===== config.mk =====
export PLATFORM = sky130hd
export DESIGN_NAME = matrix_loader_flat
export DESIGN_NICKNAME = d
export VERILOG_FILES = /design/src/rtl/matrix_loader_if.sv /design/src/rtl/matrix_loader.sv /design/src/flat_wrapper.sv
export SDC_FILE = /design/constraint.sdc
export NUM_CORES = 1
export LEC_CHECK = 0
export BUFFER_PORTS_ARGS = -buffer_cell sky130_fd_sc_hd__buf_2
export CORE_MARGIN = 1.5
export CORE_UTILIZATION = 45
export DETAILED_ROUTE_END_ITERATION = 8
export PLACE_DENSITY = 0.69
export RECOVER_POWER = 25
export SLEW_MARGIN = 30
export SYNTH_ARGS = -nofsm -noshare
export SYNTH_HDL_FRONTEND = slang
export SYNTH_SLANG_ARGS = --single-unit

===== constraint.sdc =====
create_clock -name clk -period 2.68 [get_ports clk]
set_input_delay 0.268 -clock clk [delete_from_list [all_inputs] [get_ports clk]]
set_output_delay 0.268 -clock clk [all_outputs]
set_load 0.02 [all_outputs]

===== src/rtl/matrix_loader_if.sv =====
// Byte-stream input and packed-matrix output handshakes between the loader and its neighbours.
// The slave modport is the loader's view; the master modport is the producer/consumer side.
interface matrix_loader_if #(
  parameter int DATA_W    = 8,
  parameter int MAX_ELEMS = 25
);
  logic [DATA_W-1:0]           in_data;
  logic                        in_valid;
  logic                        in_ready;
  logic [MAX_ELEMS*DATA_W-1:0] matrix_out;
  logic [DATA_W-1:0]           scalar_out;
  logic [1:0]                  size_out;
  logic                        out_valid;
  logic                        out_ready;

  modport master (
    output in_data, in_valid, out_ready,
    input  in_ready, matrix_out, scalar_out, size_out, out_valid
  );

  modport slave (
    input  in_data, in_valid, out_ready,
    output in_ready, matrix_out, scalar_out, size_out, out_valid
  );
endinterface


===== src/rtl/matrix_loader.sv =====
// Collects N matrix bytes plus one scalar byte from a valid/ready stream and presents
// them, packed, to the scalar-multiply stage until the output handshake completes.
module matrix_loader #(
  parameter int DATA_W    = 8,
  parameter int MAX_ELEMS = 25
) (
  input  logic                clk,
  input  logic                rst_n,
  input  logic                start,
  input  logic [1:0]          matrix_size,
  matrix_loader_if.slave      bus,
  output logic                busy,
  output logic [4:0]          elem_count
);

  typedef enum logic [1:0] {IDLE, LOAD, SCALAR, HOLD} state_t;

  state_t                      state_q, state_d;
  logic [DATA_W-1:0]           scalar_q, scalar_d;
  logic [1:0]                  size_q, size_d;
  logic [4:0]                  count_q, count_d;
  logic                        out_valid_q, out_valid_d;
  logic [4:0]                  n_elems;
  logic                        xfer;
  logic                        clear_slots;
  logic                        write_elem;
  logic [MAX_ELEMS*DATA_W-1:0] matrix_w;

  always_comb begin
    case (size_q)
      2'b00:   n_elems = 5'd4;
      2'b01:   n_elems = 5'd9;
      2'b10:   n_elems = 5'd16;
      default: n_elems = 5'd25;
    endcase
  end

  assign xfer        = bus.in_valid && bus.in_ready;
  assign clear_slots = (state_q == IDLE) && start;
  assign write_elem  = (state_q == LOAD) && xfer;

  // State register and scalar/size/count/valid flops
  always_ff @(posedge clk or negedge rst_n) begin
    if (!rst_n) begin
      state_q     <= IDLE;
      scalar_q    <= '0;
      size_q      <= '0;
      count_q     <= '0;
      out_valid_q <= 1'b0;
    end else begin
      state_q     <= state_d;
      scalar_q    <= scalar_d;
      size_q      <= size_d;
      count_q     <= count_d;
      out_valid_q <= out_valid_d;
    end
  end

  // Next-state and datapath updates
  always_comb begin
    state_d  = state_q;
    scalar_d = scalar_q;
    size_d   = size_q;
    count_d  = count_q;
    case (state_q)
      IDLE: begin
        if (start) begin
          size_d  = matrix_size;
          count_d = '0;
          state_d = LOAD;
        end
      end
      LOAD: begin
        if (xfer) begin
          count_d = count_q + 5'd1;
          if (count_q == n_elems - 5'd1) state_d = SCALAR;
        end
      end
      SCALAR: begin
        if (xfer) begin
          scalar_d = bus.in_data;
          state_d  = HOLD;
        end
      end
      default: begin
        if (bus.out_ready) state_d = IDLE;
      end
    endcase
    out_valid_d = (state_d == HOLD);
  end

  // One register per matrix slot; only the slot addressed by the running count is written.
  for (genvar gi = 0; gi < MAX_ELEMS; gi++) begin : g_slot
    logic [DATA_W-1:0] slot_q, slot_d;

    always_comb begin
      slot_d = slot_q;
      if (clear_slots)
        slot_d = '0;
      else if (write_elem && (count_q == 5'(gi)))
        slot_d = bus.in_data;
    end

    always_ff @(posedge clk or negedge rst_n) begin
      if (!rst_n) slot_q <= '0;
      else        slot_q <= slot_d;
    end

    assign matrix_w[gi*DATA_W +: DATA_W] = slot_q;
  end

  // Output decode
  always_comb begin
    bus.in_ready   = (state_q == LOAD) || (state_q == SCALAR);
    bus.out_valid  = out_valid_q;
    bus.matrix_out = matrix_w;
    bus.scalar_out = scalar_q;
    bus.size_out   = size_q;
    busy           = (state_q != IDLE);
    elem_count     = count_q;
  end

endmodule


===== src/flat_wrapper.sv =====
// flat-port wrapper written by rule: the top's interface ports become plain ports
module matrix_loader_flat 
#(
  parameter int DATA_W    = 8,
  parameter int MAX_ELEMS = 25
)
  (clk, rst_n, start, matrix_size, busy, elem_count, bus_in_data, bus_in_valid, bus_out_ready, bus_in_ready, bus_matrix_out, bus_scalar_out, bus_size_out, bus_out_valid);
  matrix_loader_if #(.DATA_W(DATA_W), .MAX_ELEMS(MAX_ELEMS)) bus_i ();
  input  logic clk;
  input  logic rst_n;
  input  logic start;
  input  logic [1:0] matrix_size;
  output logic busy;
  output logic [4:0] elem_count;
  input wire logic [$bits(bus_i.in_data)-1:0] bus_in_data;
  input wire logic [$bits(bus_i.in_valid)-1:0] bus_in_valid;
  input wire logic [$bits(bus_i.out_ready)-1:0] bus_out_ready;
  output wire logic [$bits(bus_i.in_ready)-1:0] bus_in_ready;
  output wire logic [$bits(bus_i.matrix_out)-1:0] bus_matrix_out;
  output wire logic [$bits(bus_i.scalar_out)-1:0] bus_scalar_out;
  output wire logic [$bits(bus_i.size_out)-1:0] bus_size_out;
  output wire logic [$bits(bus_i.out_valid)-1:0] bus_out_valid;
  assign bus_i.in_data = bus_in_data;
  assign bus_i.in_valid = bus_in_valid;
  assign bus_i.out_ready = bus_out_ready;
  assign bus_in_ready = bus_i.in_ready;
  assign bus_matrix_out = bus_i.matrix_out;
  assign bus_scalar_out = bus_i.scalar_out;
  assign bus_size_out = bus_i.size_out;
  assign bus_out_valid = bus_i.out_valid;
  matrix_loader #(.DATA_W(DATA_W), .MAX_ELEMS(MAX_ELEMS)) u_core (.clk(clk), .rst_n(rst_n), .start(start), .matrix_size(matrix_size), .bus(bus_i), .busy(busy), .elem_count(elem_count));
endmodule

Word-level counts from Yosys, hierarchy flattened
Index checks and enable logic that the tools add are counted.
W data, S select, Z words.
{ "totals": {"register_bits": 218, "in_bits": 15, "output_inout_bits": 218, "elab_cells": 186} }
{ "classes": {"add_sub_neg": 2, "n_eq_ne": 32, "muxes": 60, "n_reduce_logical": 62} }
{ "op_table": {"columns": ["cell", "n"], "rows": [
  ["$mux W8", 50],
  ["$reduce_bool A2 Y1", 27],
  ["$eq A5 B5 Y1 const B", 9],
  ["$eq A5 B4 Y1 const B", 8],
  ["$logic_and A1 B1 Y1", 28],
  ["$eq A5 B3 Y1 const B", 4],
  ["$pmux W5 S3", 1],
  ["$eq A5 B2 Y1 const B", 2],
  ["$mux W2", 5],
  ["$mux W5", 2],
  ["$pmux W5 S2", 1],
  ["$eq A2 B2 Y1 const B", 3],
  ["$pmux W2 S3", 1],
  ["$add A5 B1 Y5 const B", 1],
  ["$eq A5 B1 Y1 const B", 1],
  ["$eq A5 B5 Y1", 1],
  ["$logic_not A5 Y1", 1],
  ["$sub A5 B1 Y5 const B", 1],
  ["$eq A2 B1 Y1 const B", 2],
  ["$logic_not A2 Y1", 2],
  ["$reduce_and A2 Y1", 2],
  ["$reduce_and A3 Y1", 1],
  ["$ne A2 B1 Y1 const B", 1],
  ["$ne A2 B2 Y1 const B", 1],
  ["$logic_or A1 B1 Y1", 1]
]} }

Logic depth before layout (Yosys ltp)
Gate-level depths: netlist of run 1.
{ "depth": {"depth_word": 8, "ltp_mapped": 8, "depth_no_buf": 7} }

Worst setup path after synthesis of run 1
Ideal clock, no wire load.
{ "synth_path": {"path_type": "flip-flop to flip-flop", "start": "register u_core.state_q[0]", "end": "register u_core.g_slot[13].slot_q[0]", "setup_time_ns": 0.132, "t_arrival_ns": 1.896, "required_time_ns": 2.548, "setup_slack_ns": 0.652, "path_stages_with_launch": 9, "n_path_buf": 1, "synth_period_minus_slack_ns": 2.028, "path_cell_list": "dfrtp_1 inv_1 ha_1 and4b_1 and2_1 buf_4 nand3_4 mux2i_1 nor2_1"} }
{ "synth_between": {"elab_chain_len": 6, "word_cells_on_any_way": 10, "cone_classes": "2 x eq/ne; 1 x mux; 7 x reduce/logical"} }
{ "synth_lines": {"columns": ["item", "line", "rtl"], "rows": [
  ["start, declared", "matrix_loader.sv:18", "state_t state_q, state_d;"],
  ["start signal, assigned", "matrix_loader.sv:51", "state_q <= state_d;"],
  ["$eq A2 B1 Y1 / $eq A2 B2 Y1 (equally long branches)", "matrix_loader.sv:114", "bus.in_ready = (state_q == LOAD) || (state_q == SCALAR);"],
  ["$logic_or A1 B1 Y1 *", "matrix_loader.sv:114", null],
  ["via bus_in_ready", "flat_wrapper.sv:18", "output wire logic [$bits(bus_i.in_ready)-1:0] bus_in_ready;"],
  ["$logic_and A1 B1 Y1 *", "matrix_loader.sv:38", "assign xfer = bus.in_valid && bus.in_ready;"],
  ["$logic_and A1 B1 Y1 *", "matrix_loader.sv:40", "assign write_elem = (state_q == LOAD) && xfer;"],
  ["$logic_and A1 B1 Y1 *", "matrix_loader.sv:100", "else if (write_elem && (count_q == 5'(gi)))"],
  ["$reduce_bool A2 Y1 (no source line) *", null, null],
  ["end signal, assigned", "matrix_loader.sv:106", "else slot_q <= slot_d;"],
  ["end, declared", "matrix_loader.sv:94", "logic [DATA_W-1:0] slot_q, slot_d;"]
]} }
Mark *: on every way through the listed nets, which the timed path passes. The rest lies on a longest branch.
A chain may end at the register's enable or synchronous reset.

Worst setup path after layout of run 1
{ "layout_path": {"start": "register u_core.state_q[1]", "end": "register u_core.g_slot[8].slot_q[7]"} }
{ "layout_between": {"elab_chain_len": 6, "word_cells_on_any_way": 10, "cone_classes": "2 x eq/ne; 1 x mux; 7 x reduce/logical"} }
{ "layout_lines": {"columns": ["item", "line"], "rows": [
  ["$eq A2 B1 Y1 / $eq A2 B2 Y1 (equally long branches)", "matrix_loader.sv:40, matrix_loader.sv:114"],
  ["$logic_or A1 B1 Y1", "matrix_loader.sv:114"],
  ["$logic_and A1 B1 Y1", "matrix_loader.sv:38"],
  ["$logic_and A1 B1 Y1", "matrix_loader.sv:40"],
  ["$logic_and A1 B1 Y1", "matrix_loader.sv:100"],
  ["$reduce_bool A2 Y1 (no source line)", null],
  ["end signal, assigned", "matrix_loader.sv:106"],
  ["end, declared", "matrix_loader.sv:94"]
]} }
Several ways; a longest one is shown, not always the timed one.

==> metrics.csv, run 1 <==
stage;metric;value;unit
global_routing;grt_overflow_total;0;
floorplanning;io_pins;233;
placed_design;hpwl;16.8;mm
drt;viasPerCell;5.41;
floorplanning;die_area;0.0218;mm²
critical_path;cp-start-kind;flip-flop;
floorplanning;dieWidth;148;µm
floorplanning;row_count;52;
timing;finalMaxSlewViolations;71;
global_routing;antenna_found_initial;0;
drt;met2_wirelength;12.9;mm
worst_hold_path;min_from;bus_out_ready;
cells_and_area;stdcell_count;1441;
outcome;status;complete, but fails checks;
clocking;cts_sinks;218;
drt;route.detailed.drc;0;
critical_path;crit_path_end_kind;flip-flop;
cells_and_area;drive_above_1_share;27.2;%
drt;avgRoutedWirePerCell;18.8;µm
clocking;ctsLongestPathBuffers;3;
power_and_ir_drop;total_leakage_power;5.82;nW
floorplanning;start_util;46.2;%
global_routing;grt.total_usage;24.8;%
cells_and_area;antenna_cells;0;
drt;dr.max_layer_used;met4;
cells_and_area;final_common_cell;buf_2;
placed_design;io_buffers;232;
drt;wl_met3;2.42;mm
cells_and_area;syn2layout_area_growth;23.3;%
timing;rsz0062_at_grt;no;
timing;fmax;0.447;GHz
timing;fin_crit;2.24;ns
drt;route.vias.total;7790;
critical_path;required;3.06;ns
cells_and_area;final_cell_mix;buf_2, dfrtp_1, nand2_1;
timing;fin_crit_sh;83.5;%
synthesis;seq_area_frac_synth;57.9;%
synthesis;ys_warn_count;0;
worst_hold_path;whs_path_depth;4;
flow_run;max_cap_viol_count;1;
global_routing;grt_max_degree;91;
timing;fin_tns_setup;0;ns
synthesis;synthTopCellsByArea;dfrtp_1, mux2i_1, a21oi_1;
critical_path;critPathKind;reg -> reg;
synthesis;syn_inst;951;
floorplanning;core;0.0204;mm²
timing;hold-worst-slack;0.144;ns
synthesis;ys_ff_latch;218;
timing;worst_slew_pin_slew;1.87;ns
critical_path;rr_worst_depth;7;
synthesis;yosysTopAreaCell;dfrtp_1;
floorplanning;die_y;148;µm
global_routing;grt_pass1_wl;42.7;mm
worst_hold_path;holdPathEnd;u_core.state_q[0];
clocking;cts_buffers;24;
critical_path;arrival;2.62;ns
synthesis;yosysUniqueCellTypes;39;
synthesis;synth_top_area_share;57.9;%
clocking;cts.clk_slew.worst_paths;0.06;ns
timing;final-setup-viol-count;0;
clocking;clock-root-buffer;clkbuf_16;
timing;hold_viol;0;
critical_path;reg2reg_slack;0.44;ns
timing;slew_headroom;-24.6;%
drt;ant_nets;0;
global_routing;grt_pass1_vias;7482;
power_and_ir_drop;power;0.00825;W
drt;drt-met1-wl;11.4;mm
synthesis;syn_nets;975;
placed_design;gp_routability_congestion;0.825;
cells_and_area;final_nets;1178;
drt;drtIter0Drc;453;
clocking;cts_resized;0;
worst_hold_path;min_path_type;in -> reg;
clocking;clkLatencyLatePin;0.51;ns
outcome;violations;max-capacitance violations, max-slew violations;
timing;fin_worst_skew;0.00980;ns
drt;routed_wl;27.1;mm
critical_path;cp_max_fo;11;
critical_path;reg2reg_to;u_core.g_slot[8].slot_q[7];
cells_and_area;post-route-cell-area;0.0116;mm²
critical_path;rr_startpoint;u_core.state_q[1];
power_and_ir_drop;p_per_area;710;mW/mm²
power_and_ir_drop;ir_worst_vdd;0.000382;V
synthesis;syn_area_per_cell;9.90;µm²
clocking;htree_num_levels;1;
placed_design;placed_cells;1395;
drt;dr.pass1.iters;6;
clocking;tritoncts;yes;
synthesis;synth_area;0.00942;mm²
placed_design;post_dp_cell_area;0.0108;mm²
[cells by family (layout without fill, tap and decap cells)]
family / count (synthesis) / count (layout) / synth area share (%)
AO/OA/AOI/OAI: 150 / 150 / 8.29
adder cells (fa/ha/maj): 9 / 9 / 1.20
buffers and inverters: 90 / 310 / 4.11
flip-flops: 218 / 218 / 57.9
multiplexers: 83 / 83 / 8.96
AND/OR/NAND/NOR: 401 / 401 / 19.5
[worst max-delay path, stage by stage (launching register included)]
cell and delay [ns]:
dfrtp_1 0.42, inv_1 0.10, ha_1 0.35, and3_4 0.28
nand3_4 0.12, nor2_2 0.50, mux2i_1 0.27, nor2_1 0.06
[sequential cells by signal, summed over array words and instances, names as in the netlist]
signal and cells:
u_core.bus.size_out 2, u_core.elem_count 5, u_core.g_slot.slot_q 200, u_core.bus.out_valid 1, u_core.state_q 2, u_core.bus.scalar_out 8
[layout make-up]
cell class	count	area (µm²)
fill	1827	8760
clock buffer	38	734
tap	270	338
multi-input combinational	643	3580
clock inverter	5	25.0
sequential	218	5460
inverter	9	33.8
timing repair buffer	258	1440
[per-stage QoR]
| stage | setup slack (ns) | utilization (%) |
|---|---|---|
| floorplan | 0.652 | - |
| global placement | 0.518 | 53.2 |
| detailed placement | 0.448 | 53.2 |
| CTS | 0.427 | 57.0 |
| global route | 0.244 | 57.0 |
| finish | 0.443 | 57.0 |
[report_power, final]
group          leakage [nW]  switching (W)  internal, W
combinational          2.42        0.00109     0.000432
sequential             3.02       0.000111      0.00345
clock                 0.379        0.00130      0.00187
total                  5.82        0.00250      0.00575
[layer usage]
metal	GRT usage, %	up-vias
met3	6.05	41
met2	39.1	324
met4	5.35	0
met1	34.9	3802
met5	0	-
li1	-	3623
[how the worst max path moves through the flow]
| stage | from | to | slack (ns) | cells past startpoint |
|---|---|---|---|---|
| after CTS | u_core.state_q[1] | u_core.g_slot[8].slot_q[7] | 0.43 | 7 |
| after detailed placement | u_core.state_q[1] | u_core.g_slot[12].slot_q[1] | 0.45 | 7 |
| after floorplan | u_core.state_q[0] | u_core.g_slot[13].slot_q[0] | 0.65 | 8 |
| final | u_core.state_q[1] | u_core.g_slot[8].slot_q[7] | 0.44 | 7 |
| after global placement | u_core.state_q[1] | u_core.g_slot[12].slot_q[1] | 0.52 | 7 |
| after global routing | u_core.state_q[1] | u_core.g_slot[12].slot_q[1] | 0.24 | 7 |
[cells in the mapped netlist (all sizes together)]
library cell    n
dfrtp         218
nand2         168
and2            5
and4            1
nand4           3
and4b           1
a31oi           1
nor3b           1
o2111ai         1
o211ai          1
mux2           10
o31a            1
o21ai           8
o2bb2ai         1
nor3            4
mux2i          73
inv             9
clkbuf         57
o22ai           2
o31ai           1
nor2           85
o32ai           1
and3            3
nand3         125
ha              9
a22oi           1
nand2b          3
buf            24
a21oi         131
nor2b           2
a2111oi         1
[repair_timing]
item / 4_1_cts / 5_1_grt
hold endpoints to repair: 70 / 0
buffers inserted: 0 / 0
hold buffers: 3 / 0
Note: power is estimated with default switching activity, not from simulation.
==> inputs of run 2 (changes only) <==
- clock period: 2.68 -> 2.1 ns (I/O delays scaled with it)
==> metrics.csv, run 2 (synthesis gave the netlist of run 1 again) <==
stage;metric;value;unit;change
outcome;status;complete, but fails checks;;
outcome;violations;max-capacitance violations, max-slew violations;;
critical_path;rr_worst_depth;9;;+2
global_routing;grt.total_usage;25.1;%;+0.36 points
drt;routed_wl;27.4;mm;+1.0%
clocking;cts.clk_slew.worst_paths;0.06;ns;about the same
floorplanning;die_y;148;µm;unchanged
timing;slew_headroom;-17.3;%;+7.4 points
critical_path;cp_max_fo;27;;+16
clocking;cts_sinks;218;;unchanged
timing;worst_slew_pin_slew;1.76;ns;-0.111 ns
power_and_ir_drop;seqPwrFrac;42.7;%;-0.4 points
power_and_ir_drop;total_leakage_power;5.91;nW;+1.6%
cells_and_area;post-route-cell-area;0.0118;mm²;+1.6%
cells_and_area;final_common_cell;buf_2;;
drt;route.vias.total;7846;;+0.72%
critical_path;arrival;2.38;ns;-0.24 ns
critical_path;critPathKind;reg -> reg;;
cells_and_area;final_util;57.9;%;+0.90 points
clocking;clock-root-buffer;clkbuf_16;;
timing;hold_viol;0;;unchanged
global_routing;antenna_found_initial;0;;unchanged
drt;avgRoutedWirePerCell;18.8;µm;+0.10%
cells_and_area;syn2layout_area_growth;25.2;%;
drt;dr.pass1.iters;5;;-1
clocking;htree_num_levels;1;;unchanged
power_and_ir_drop;comb_power_share;18.9;%;+0.5 points
critical_path;crit_path_end_kind;flip-flop;;
worst_hold_path;min_path_type;in -> reg;;
cells_and_area;drive_above_1_share;28.5;%;+1.3 points
timing;finalMaxSlewViolations;65;;-8.5%
floorplanning;row_count;52;;unchanged
timing;fin_crit_sh;95.9;%;+12 points
power_and_ir_drop;switching_share;30.2;%;-0.15 points
floorplanning;dieWidth;148;µm;unchanged
floorplanning;start_util;46.2;%;unchanged
floorplanning;die_area;0.0218;mm²;unchanged
cells_and_area;final_cell_mix;buf_2, dfrtp_1, nand2_1;;
global_routing;grt_overflow_total;0;;unchanged
timing;fmax;0.497;GHz;+11%
worst_hold_path;whs_path_depth;4;;unchanged
placed_design;gp_routability_congestion;0.833;;+0.95%
timing;rsz0062_at_grt;yes;;
placed_design;post_dp_cell_area;0.0110;mm²;+1.7%
drt;ant_nets;0;;unchanged
floorplanning;core;0.0204;mm²;unchanged
global_routing;grt_max_degree;100;;+9.9%
critical_path;cp-start-kind;flip-flop;;
timing;final-setup-viol-count;0;;unchanged
drt;route.detailed.drc;0;;unchanged
clocking;cts_buffers;23;;-4.2%
cells_and_area;final_nets;1191;;+1.1%
cells_and_area;antenna_cells;0;;unchanged
power_and_ir_drop;netSwitchingPower;0.00319;W;+28%
global_routing;grt_pass1_vias;7566;;+1.1%
global_routing;grt_pass1_wl;43.4;mm;+1.6%
power_and_ir_drop;p_per_area;898;mW/mm²;+26%
cells_and_area;largest-register;u_core.g_slot.slot_q;;
timing;fin_tns_setup;0;ns;unchanged
floorplanning;io_pins;233;;unchanged
clocking;ctsLongestPathBuffers;3;;unchanged
critical_path;required;2.47;ns;-0.59 ns
drt;drtIter0Drc;547;;+21%
clocking;post-cts-setup-buffer-count;0;;unchanged
timing;fin_worst_skew;0.0105;ns;+0.000681 ns
placed_design;io_buffers;232;;unchanged
timing;fin_crit;2.01;ns;-0.223 ns
timing;hold-worst-slack;0.0914;ns;-0.0526 ns
placed_design;hpwl;17.2;mm;+2.0%
power_and_ir_drop;ir_worst_vdd;0.000573;V;+50%
power_and_ir_drop;pwr-share-clk;38.4;%;about the same
drt;viasPerCell;5.40;;-0.18%
power_and_ir_drop;p_int;0.00739;W;+29%
cells_and_area;largest_reg_flops;200;;unchanged
clocking;tritoncts;yes;;
clocking;clkLatencyLatePin;0.50;ns;about the same
critical_path;reg2reg_slack;0.09;ns;-0.36 ns
flow_run;max_cap_viol_count;1;;unchanged
run 2: cell count changes in the layout (fill, tap and decap cells not counted), sizes merged:
cell,delta
buf,+14
bufinv,+2
clkbuf,-6
clkinv,+2
inv,+1
run 2: repair_timing:
action,CTS,global route
setup endpoints to repair,0,76
hold buffers,3,0
resized for setup,0,4
endpoints found under the hold margin,63,0
run 2: critical path: stages, from the launching register on:
cell and delay, ns:
dfrtp_1 0.34, inv_1 0.06, ha_1 0.31, buf_4 0.17
nand4_1 0.19, nor3_4 0.21, buf_12 0.19, nand2_1 0.20
nand2_1 0.13, a21oi_1 0.08
run 2: final cells by class:
| class | instances | area [µm²] |
|---|---|---|
| timing repair buffer | 272 | 1620 |
| multi-input combinational | 643 | 3590 |
| inverter | 9 | 33.8 |
| fill | 1804 | 8570 |
| tap | 270 | 338 |
| clock buffer | 32 | 649 |
| clock inverter | 10 | 104 |
| sequential | 218 | 5460 |
run 2: path summary, 6_finish.rpt:
kind | start | to
max | u_core.state_q[0] | u_core.g_slot[19].slot_q[0]
min | bus_out_ready | u_core.state_q[0]
max reg2reg | u_core.state_q[0] | u_core.g_slot[19].slot_q[0]
min reg2reg | u_core.bus.scalar_out[7] | u_core.bus.scalar_out[7]
max in group asynchronous | rst_n | u_core.state_q[0]
min in group asynchronous | rst_n | u_core.g_slot[23].slot_q[4]
run 2: stage by stage:
stage	setup WS, ns	instances	total power (W)
after floorplan	0.0722	951	0.00584
after global routing	-0.0538	1454	0.0110
final	0.0860	1454	0.0106
after global placement	0.115	1409	0.00657
after detailed placement	0.0927	1409	0.00659
after CTS	0.0877	1454	0.0107
run 2: power by group through the flow:
| stage | combinational (W) | sequential [W] | clock, W |
|---|---|---|---|
| 2_1_floorplan | 0.00103 | 0.00482 | 0 |
| 4_1_cts | 0.00201 | 0.00451 | 0.00414 |
| 5_1_grt | 0.00219 | 0.00454 | 0.00430 |
| 6_report | 0.00200 | 0.00452 | 0.00407 |
| 3_5_place_dp | 0.00200 | 0.00459 | 0 |
| 3_3_place_gp | 0.00199 | 0.00458 | 0 |
run 2: routing by layer:
metal | global-route usage, % | up-vias | wire length, µm | share of wire (%)
li1 | - | 3641 | - | -
met5 | 0 | - | 0 | 0
met3 | 6.39 | 39 | 2740 | 10
met4 | 5.95 | 0 | 437 | 1.6
met1 | 35.2 | 3810 | 11500 | 42
met2 | 39.4 | 356 | 12700 | 46
